--- config.mk ---
export PLATFORM = sky130hd
export DESIGN_NAME = mouse_packet_tracker
export DESIGN_NICKNAME = d
export VERILOG_FILES = /design/src/rtl/mouse_packet_tracker.sv
export SDC_FILE = /design/constraint.sdc
export NUM_CORES = 1
export LEC_CHECK = 0
export ABC_AREA = 1
export ABC_CLOCK_PERIOD_IN_PS = 3000
export BUFFER_PORTS_ARGS = -buffer_cell sky130_fd_sc_hd__clkbuf_2
export CAP_MARGIN = 15
export CELL_PAD_IN_SITES_DETAIL_PLACEMENT = 1
export CELL_PAD_IN_SITES_GLOBAL_PLACEMENT = 1
export CORE_UTILIZATION = 37
export CTS_CLUSTER_DIAMETER = 80
export CTS_CLUSTER_SIZE = 14
export DETAILED_ROUTE_END_ITERATION = 10
export PLACE_DENSITY = 0.7
export SLEW_MARGIN = 20
export SYNTH_ARGS = -nofsm -noshare
export SYNTH_HDL_FRONTEND = slang
export SYNTH_SLANG_ARGS = --single-unit
--- constraint.sdc ---
create_clock -name clk -period 3 [get_ports clk]
set_clock_uncertainty 0.15 [all_clocks]
set_input_delay 0.6 -clock clk [delete_from_list [all_inputs] [get_ports clk]]
set_output_delay 0.6 -clock clk [all_outputs]
set_load 0.005 [all_outputs]
--- src/rtl/mouse_packet_tracker.sv ---
// Assembles 3-byte PS/2 mouse packets into a clamped cursor position and button states.
// Also resynchronises on stalled partial packets and counts how many were dropped.
module mouse_packet_tracker #(
    parameter int H_RES          = 800,
    parameter int V_RES          = 600,
    parameter int TIMEOUT_CYCLES = 400000
) (
    input  logic        clk,
    input  logic        rst_n,
    input  logic [7:0]  rx_data,
    input  logic        rx_valid,
    input  logic        recenter,
    output logic [11:0] mouse_xpos,
    output logic [11:0] mouse_ypos,
    output logic        left_mouse,
    output logic        right_mouse,
    output logic        packet_stb,
    output logic [7:0]  resync_cnt
);

    localparam int CNT_W = $clog2(TIMEOUT_CYCLES + 1);
    localparam logic [CNT_W-1:0]   TO_LAST = CNT_W'(TIMEOUT_CYCLES - 1);
    localparam logic [11:0]        X_CTR   = 12'(H_RES / 2);
    localparam logic [11:0]        Y_CTR   = 12'(V_RES / 2);
    localparam logic signed [13:0] X_MAX   = 14'(H_RES - 1);
    localparam logic signed [13:0] Y_MAX   = 14'(V_RES - 1);

    typedef enum logic [1:0] {WAIT_B0, WAIT_B1, WAIT_B2, UPDATE} state_t;

    state_t           r_state, w_next_state;
    logic [7:0]       r_b0, r_b1, r_b2;
    logic [CNT_W-1:0] r_idle_cnt;
    logic [11:0]      r_xpos, r_ypos;
    logic             r_left, r_right, r_pkt_stb;
    logic [7:0]       r_resync_cnt;

    logic             w_store_b0, w_store_b1, w_store_b2, w_update, w_timeout, w_in_pkt;
    logic signed [13:0] w_dx, w_dy, w_nx, w_ny;

    function automatic logic [11:0] clamp_pos(input logic signed [13:0] v,
                                              input logic signed [13:0] max_v);
        if (v < 14'sd0)
            return 12'd0;
        else if (v > max_v)
            return max_v[11:0];
        else
            return v[11:0];
    endfunction

    assign w_in_pkt  = (r_state == WAIT_B1) || (r_state == WAIT_B2);
    assign w_timeout = w_in_pkt && !rx_valid && (r_idle_cnt == TO_LAST);

    // Overflow flags zero the affected delta; buttons are never masked.
    assign w_dx = r_b0[6] ? 14'sd0 : $signed({{6{r_b0[4]}}, r_b1});
    assign w_dy = r_b0[7] ? 14'sd0 : $signed({{6{r_b0[5]}}, r_b2});
    assign w_nx = $signed({2'b00, r_xpos}) + w_dx;
    assign w_ny = $signed({2'b00, r_ypos}) - w_dy;

    always_comb begin
        w_next_state = r_state;
        w_store_b0   = 1'b0;
        w_store_b1   = 1'b0;
        w_store_b2   = 1'b0;
        w_update     = 1'b0;
        case (r_state)
            WAIT_B0: begin
                if (rx_valid && rx_data[3]) begin
                    w_store_b0   = 1'b1;
                    w_next_state = WAIT_B1;
                end
            end
            WAIT_B1: begin
                if (rx_valid) begin
                    w_store_b1   = 1'b1;
                    w_next_state = WAIT_B2;
                end else if (w_timeout) begin
                    w_next_state = WAIT_B0;
                end
            end
            WAIT_B2: begin
                if (rx_valid) begin
                    w_store_b2   = 1'b1;
                    w_next_state = UPDATE;
                end else if (w_timeout) begin
                    w_next_state = WAIT_B0;
                end
            end
            UPDATE: begin
                w_update = 1'b1;
                if (rx_valid && rx_data[3]) begin
                    w_store_b0   = 1'b1;
                    w_next_state = WAIT_B1;
                end else begin
                    w_next_state = WAIT_B0;
                end
            end
            default: w_next_state = WAIT_B0;
        endcase
    end

    always_ff @(posedge clk) begin
        if (w_store_b0) r_b0 <= rx_data;
        if (w_store_b1) r_b1 <= rx_data;
        if (w_store_b2) r_b2 <= rx_data;
    end

    always_ff @(posedge clk or negedge rst_n) begin
        if (!rst_n) begin
            r_state      <= WAIT_B0;
            r_idle_cnt   <= '0;
            r_xpos       <= X_CTR;
            r_ypos       <= Y_CTR;
            r_left       <= 1'b0;
            r_right      <= 1'b0;
            r_pkt_stb    <= 1'b0;
            r_resync_cnt <= 8'd0;
        end else begin
            r_state   <= w_next_state;
            r_pkt_stb <= w_update;

            if (rx_valid || !w_in_pkt || w_timeout)
                r_idle_cnt <= '0;
            else
                r_idle_cnt <= r_idle_cnt + 1'b1;

            if (w_timeout && (r_resync_cnt != 8'hFF))
                r_resync_cnt <= r_resync_cnt + 8'd1;

            // Recenter overrides a packet's movement but not its buttons.
            if (recenter) begin
                r_xpos <= X_CTR;
                r_ypos <= Y_CTR;
            end else if (w_update) begin
                r_xpos <= clamp_pos(w_nx, X_MAX);
                r_ypos <= clamp_pos(w_ny, Y_MAX);
            end

            if (w_update) begin
                r_left  <= r_b0[0];
                r_right <= r_b0[1];
            end
        end
    end

    assign mouse_xpos  = r_xpos;
    assign mouse_ypos  = r_ypos;
    assign left_mouse  = r_left;
    assign right_mouse = r_right;
    assign packet_stb  = r_pkt_stb;
    assign resync_cnt  = r_resync_cnt;

endmodule
# After elaboration in Yosys (flattened, before gate mapping)
# Index checks and enable logic that the tools add are counted.
# word_totals
regBits	80
inputBits	12
# op_classes
add_sub_neg	4
order_cmp	4
eq_ne	6
n_mux	23
n_reduce_logical	12
# op_table
cell	count
12-bit 2-to-1 mux	8
14-bit by 11-bit greater-than comparator with 1-bit output (second input constant)	2
14-bit by 1-bit less-than comparator with 1-bit output (second input constant)	2
14-bit 2-to-1 mux	2
19-bit by 1-bit adder with 19-bit output (second input constant)	1
19-bit equality test (second input constant)	1
19-bit 2-to-1 mux	1
13-bit by 14-bit adder with 14-bit output	1
13-bit by 14-bit subtractor with 14-bit output	1
8-bit by 1-bit adder with 8-bit output (second input constant)	1
2-bit 2-to-1 mux	4
8-bit inequality test (second input constant)	1
2-bit one-hot mux with 4 select lines	1
1-bit 2-to-1 mux	7
2-bit equality test (second input constant)	2
1-bit logical AND	4
1-bit logical OR	3
2-bit by 1-bit equality test with 1-bit output (second input constant)	1
1-bit logical NOT	2
2-bit logical NOT	1
2-bit inequality test (second input constant)	1
2-bit nonzero test	1
2-bit OR reduction	1

# Depth between registers and ports, before layout
# logic_depth
ltp_word	7
depth_mapped	19
mapped_depth_nobuf	19

# Worst setup path after synthesis
# No wires, ideal clock.
# synth_timing
kind	register to register
from	reg r_b0[6]
to	reg r_xpos[2], in the netlist mouse_xpos[2]
setup_time_ps	116
arrival_ps	2202
required_ps	2734
slack_ps	532
path_stages_with_launch	15
path_buffers	1
period_less_slack_ps	2468
path_cell_list	edfxtp_1 -> buf_2 -> nor2_1 -> ha_1 -> a21o_1 -> a31oi_1 -> nand2_2 -> nand2_2 -> nand2_1 -> nand2_2 -> nand2_2 -> nand2_4 -> nand2_1 -> nand2_1 -> nand2_1
# synth_via
elab_chain_cells	7
elab_cells_between_ends	8
classes_between	add/sub (1); order compare (2); mux (5)
# synth_rtl
element	line_no	source
from (decl)	31	logic [7:0] r_b0, r_b1, r_b2;
from (signal assigned)	102	if (w_store_b0) r_b0 <= rx_data;
14-bit 2-to-1 mux *	54	assign w_dx = r_b0[6] ? 14'sd0 : $signed({{6{r_b0[4]}}, r_b1});
13-bit by 14-bit adder with 14-bit output *	56	assign w_nx = $signed({2'b00, r_xpos}) + w_dx;
14-bit by 11-bit greater-than comparator with 1-bit output	44	else if (v > max_v)
12-bit 2-to-1 mux	44	
12-bit 2-to-1 mux *	42	if (v < 14'sd0)
12-bit 2-to-1 mux *	133	end else if (w_update) begin
12-bit 2-to-1 mux *	130	if (recenter) begin
to (signal assigned)	134	r_xpos <= clamp_pos(w_nx, X_MAX);
to (decl)	33	logic [11:0] r_xpos, r_ypos;
# Every way passes the cells marked *; elsewhere a longest branch is shown, timed or not. The select of a mux whose other input is x is not followed.
# A chain may end at the register's enable or synchronous reset.

# Final worst setup path
# layout_timing
from	reg r_b0[7]
to	reg r_ypos[7], in the netlist mouse_ypos[7]
# layout_via
elab_chain_cells	7
elab_cells_between_ends	8
classes_between	add/sub (1); order compare (2); mux (5)
# layout_rtl
element	line_no	source
14-bit 2-to-1 mux *	55	assign w_dy = r_b0[7] ? 14'sd0 : $signed({{6{r_b0[5]}}, r_b2});
13-bit by 14-bit subtractor with 14-bit output *	57	assign w_ny = $signed({2'b00, r_ypos}) - w_dy;
14-bit by 11-bit greater-than comparator with 1-bit output	44	
12-bit 2-to-1 mux	44	
12-bit 2-to-1 mux *	42	
12-bit 2-to-1 mux *	133	
12-bit 2-to-1 mux *	130	
to (signal assigned)	135	r_ypos <= clamp_pos(w_ny, Y_MAX);
to (decl)	33	
# Marks and branches as above.

==> impl.org <==
** Clock network
- The clock tree synthesis step divided the H-tree into 3 levels.
- Post-cts hold buffer count :: 0
- Clock sinks :: 78
- Number of buffers inserted during clock tree synthesis :: 9
- The cell sitting at the root of the clock tree is a sky130_fd_sc_hd__clkbuf_16.
- Maximum buffer depth of the clock tree :: 2
- After clock tree synthesis, the clock-pin slew on the worst setup and hold paths is 0.06 ns.
- Clock latency on the worst-skew pair, taken at its later pin, is 0.34 ns.
- CTS tree :: built

** Setup path
- At the worst endpoint, the required time is 3.10 ns.
- In this run the critical register-to-register path is launched from r_b0[7].
- Critical path peak fanout :: 8
- For the worst setup path, the data arrival time is 2.87 ns.
- The critical path goes through inv_1, nand2_2, ha_1, a21oi_1, o21ai_1, a21oi_1, nand2_1, nand2_1, nand2_2, nor2_2, nand3_1, o21ai_1.
- Largest stage delay on the critical path :: 0.39 ns
- The endpoint identified for the worst register-to-register timing path is mouse_ypos[7].
- The worst setup path is captured at a flip-flop.
- Launching element type of the critical path :: flip-flop
- FF-to-FF setup slack :: 0.23 ns
- The critical path is of the reg2reg type.
- Depth of the worst register-to-register path :: 12
- On the critical path, the stage with the largest delay is an instance of sky130_fd_sc_hd__ha_1.

** Logic synthesis
- Mean instance size in the synthesized netlist :: 7.80 um2
- Cell count after synthesis :: 645
- In this run, distinct cell masters in the synthesized netlist total 40.
- Area leader, netlist :: sky130_fd_sc_hd__dfrtp_1
- Synth cell count leaders :: 193 x sky130_fd_sc_hd__nand2_1, 91 x sky130_fd_sc_hd__inv_1, 60 x sky130_fd_sc_hd__nor2_1, 49 x sky130_fd_sc_hd__dfrtp_1, 39 x sky130_fd_sc_hd__nand3_1
- Of the total synthesized cell area, the portion taken by full adders, half adders and majority gates is 0.0926.
- Flip-flop cell with the highest count after synthesis :: sky130_fd_sc_hd__dfrtp_1
- Of the total synthesized cell area, the portion taken by AND, OR, NAND and NOR gates is 0.320.
- The most common cell in the synthesized netlist is sky130_fd_sc_hd__nand2_1.
- Counting flops and latches in the post-synthesis netlist gives 78.
- Nets in the synthesized netlist :: 693
- The mapped netlist covers 0.00503 mm2.
- Measured against the total synthesized area, the mux share comes to 0.
- Area share of xor/xnor cells in the synthesized design :: 0.0309
- Yosys attributes the largest share of cell area to sky130_fd_sc_hd__dfrtp_1 24%, sky130_fd_sc_hd__nand2_1 14%, sky130_fd_sc_hd__edfxtp_1 13%, sky130_fd_sc_hd__ha_1 8.5%, sky130_fd_sc_hd__inv_1 6.8%.
- Sequential share of the synthesized area :: 0.412
- Of the post-synthesis cell area, the dominant cell type holds 0.244.
- For this run, the number of Yosys warnings is 0.
- Largest family of logic cells by synthesized area :: simple AND/OR/NAND/NOR gates
- Compound-Gate Fraction of Synth Area :: 0.0707
- EDFF count, synth :: 22
- Async SR Flop Fraction :: 0.718

** GRT
- Most heavily used metal layer in global routing :: met2
- Met1 track utilization from global routing :: 0.274
- For this run, the total global-route usage over all layers was measured as 0.205.
- The via count of the first global-routing pass was 4496.
- In the global route stage, met3 resource usage came out at 0.0434.
- For this run, global-route usage on met2 was measured as 0.338.
- Pin count of the biggest net entering global routing :: 30
- The first global-routing pass estimated 22600 um of wire.
- Global routing finished with a remaining overflow of 0.
- The initial antenna violation count is 0.

** Floorplan
- Floorplan row count :: 42
- Width of the die :: 119 um
- Initial Utilization :: 0.380
- In this run the vertical extent of the chip is 119 um.
- I/O pin count :: 47
- The region available for standard cell placement spans 0.0132 mm2.
- The die covers 0.0141 mm2.

** Route
- Aggregate routed wire length :: 13500 um
- After detailed routing, the number of remaining DRC violations is 0.
- Wire length per cell :: 15.3 um
- Number of vias per cell :: 4.90
- Number of antenna-violating nets in the routed design :: 0
- Before antenna repair, the detailed router went through 4 iterations.
- The first routing iteration left 147 violations.
- Vias after detailed routing :: 4337

** Hold path
- In this run the worst hold path is classified as in2async.

** Power and ir drop
- For this design the static power due to leakage is 3.00 nW.
- IR analysis of the VDD net gives a maximum drop of 0.419 mV.
- Cell Pwr Density :: 722 mW/mm2

** Timing
- Final setup violation count :: 0
- After layout, the minimum clock period comes to 2.77 ns.
- Of the available clock period, the critical path in the final layout requires 0.923.
- For the pin with the worst max-slew slack, the measured transition is 0.786 ns.
- The final count of pins violating max slew is 0.
- Headroom to the max-slew limit came out at 0.476.
- The count of final hold-check violations came to 0.
- Final-layout setup total negative slack :: 0 ns
- Static timing analysis puts the maximum clock frequency at 0.361 GHz.

** Finish
- Layout overhead on the synthesized area :: 16.4%
- At the end of the flow, the number of nets in the layout was 752.
- Summing all non-filler instances in the final layout gives an area of 0.00585 mm2.
- Diodes inserted :: 0
- In the final layout, the share of cells above drive strength 1 is 0.169.
- Post-route core utilization :: 0.442

** Outcome
- Result of the run :: completed

** Placed design
- Final weighted congestion in routability-driven placement :: 0.849
- Input and output buffers added on the ports amount to 46.
- Total placed instance area :: 0.00550 mm2
- Detailed placement ended at an HPWL of 10900 um.

** Run
- Across the run, the number of max-cap violations was 0.
## layout make-up
class	instances	area (um2)
multi-input cells	468	2590
well taps	176	220
clock buffers	11	253
fillers	1668	7390
inverters	96	360
flip-flops and latches	78	2070
repair buffers	51	280
clock inverters	5	81.3
## state kept, by name, summed over array words and instances (netlist names)
register / flops
left_mouse: 1
mouse_xpos: 12
mouse_ypos: 12
packet_stb: 1
r_b0: 6
r_b1: 8
r_b2: 8
r_idle_cnt: 19
r_state: 2
resync_cnt: 8
right_mouse: 1
## metal layers
layer / up-vias / routed length, um
met5: - / 0
met1: 2083 / 6450
met4: 0 / 116
li1: 2177 / -
met3: 11 / 555
met2: 66 / 6420
## cells by family (layout without fill, tap and decap cells)
kind of cell / count (synthesis) / in the layout
AO/OA/AOI/OAI: 61 / 61
adder cells (fa/ha/maj): 36 / 36
AND/OR/NAND/NOR: 355 / 355
flip-flops: 78 / 78
buffers and inverters: 99 / 163
XOR/XNOR: 16 / 16
## cell usage in the layout (no fill, tap or decap), drive strengths merged
cell type and count:
a31oi 2, xor2 7, a211oi 2, clkinv 5, dfrtp 49, nand2 210, dfstp 7, o211ai 1
xnor2 9, clkbuf 57, a21o 2, bufinv 2, nand4 12, a31o 1, o21ai 17, nand3 43
fa 2, or2 2, ha 34, edfxtp 22, a21oi 31, nor4 2, buf 5, inv 93
o31ai 1, nor2 69, o21a 4, nand3b 6, clkinvlp 1, nor3 11
## worst max-delay path by stage
stage / slack [ns] / endpoint / from
finish: 0.23 / mouse_ypos[7] / r_b0[7]
global route: -0.003 / mouse_xpos[9] / r_b0[6]
CTS: 0.13 / mouse_ypos[7] / r_b0[7]
detailed placement: 0.14 / mouse_ypos[7] / r_b0[7]
global placement: 0.25 / mouse_ypos[7] / r_b0[7]
floorplan: 0.53 / mouse_xpos[2] / r_b0[6]
## metrics by stage
| stage | hold slack [ns] | worst slack [ns] | power [mW] | std cells |
|---|---|---|---|---|
| after floorplan | 0.154 | 0.532 | 2.53 | 645 |
| after global placement | 0.287 | 0.245 | 2.98 | 867 |
| after detailed placement | 0.296 | 0.144 | 3.03 | 867 |
| after CTS | 0.186 | 0.133 | 4.26 | 883 |
| after global routing | 0.230 | -0.00321 | 4.52 | 885 |
| final | 0.186 | 0.230 | 4.22 | 885 |
## what timing repair did
| item | in CTS | in global routing |
|---|---|---|
| gates resized for setup | 0 | 1 |
| setup endpoints to repair | 0 | 12 |
| buffers inserted | 0 | 2 |
| endpoints found under the hold margin | 0 | 0 |
## critical path, delay by kind of cell, from the launching register on
kind                       cells  cell delay [ns]
AOI/OAI and AO/OA              4             0.76
adders and majority gates      1             0.39
buffers and inverters          1             0.19
DFF                            1             0.38
and+or+nand+nor                6             0.80
## power breakdown
part	internal, mW	leakage, nW	total (mW)	switching (mW)
sequential	1.26	0.951	1.37	0.109
clock	0.774	0.162	1.20	0.428
combinational	0.557	1.89	1.65	1.10
total	2.59	3.00	4.22	1.63
No activity file was read; power rests on OpenSTA's default activity.
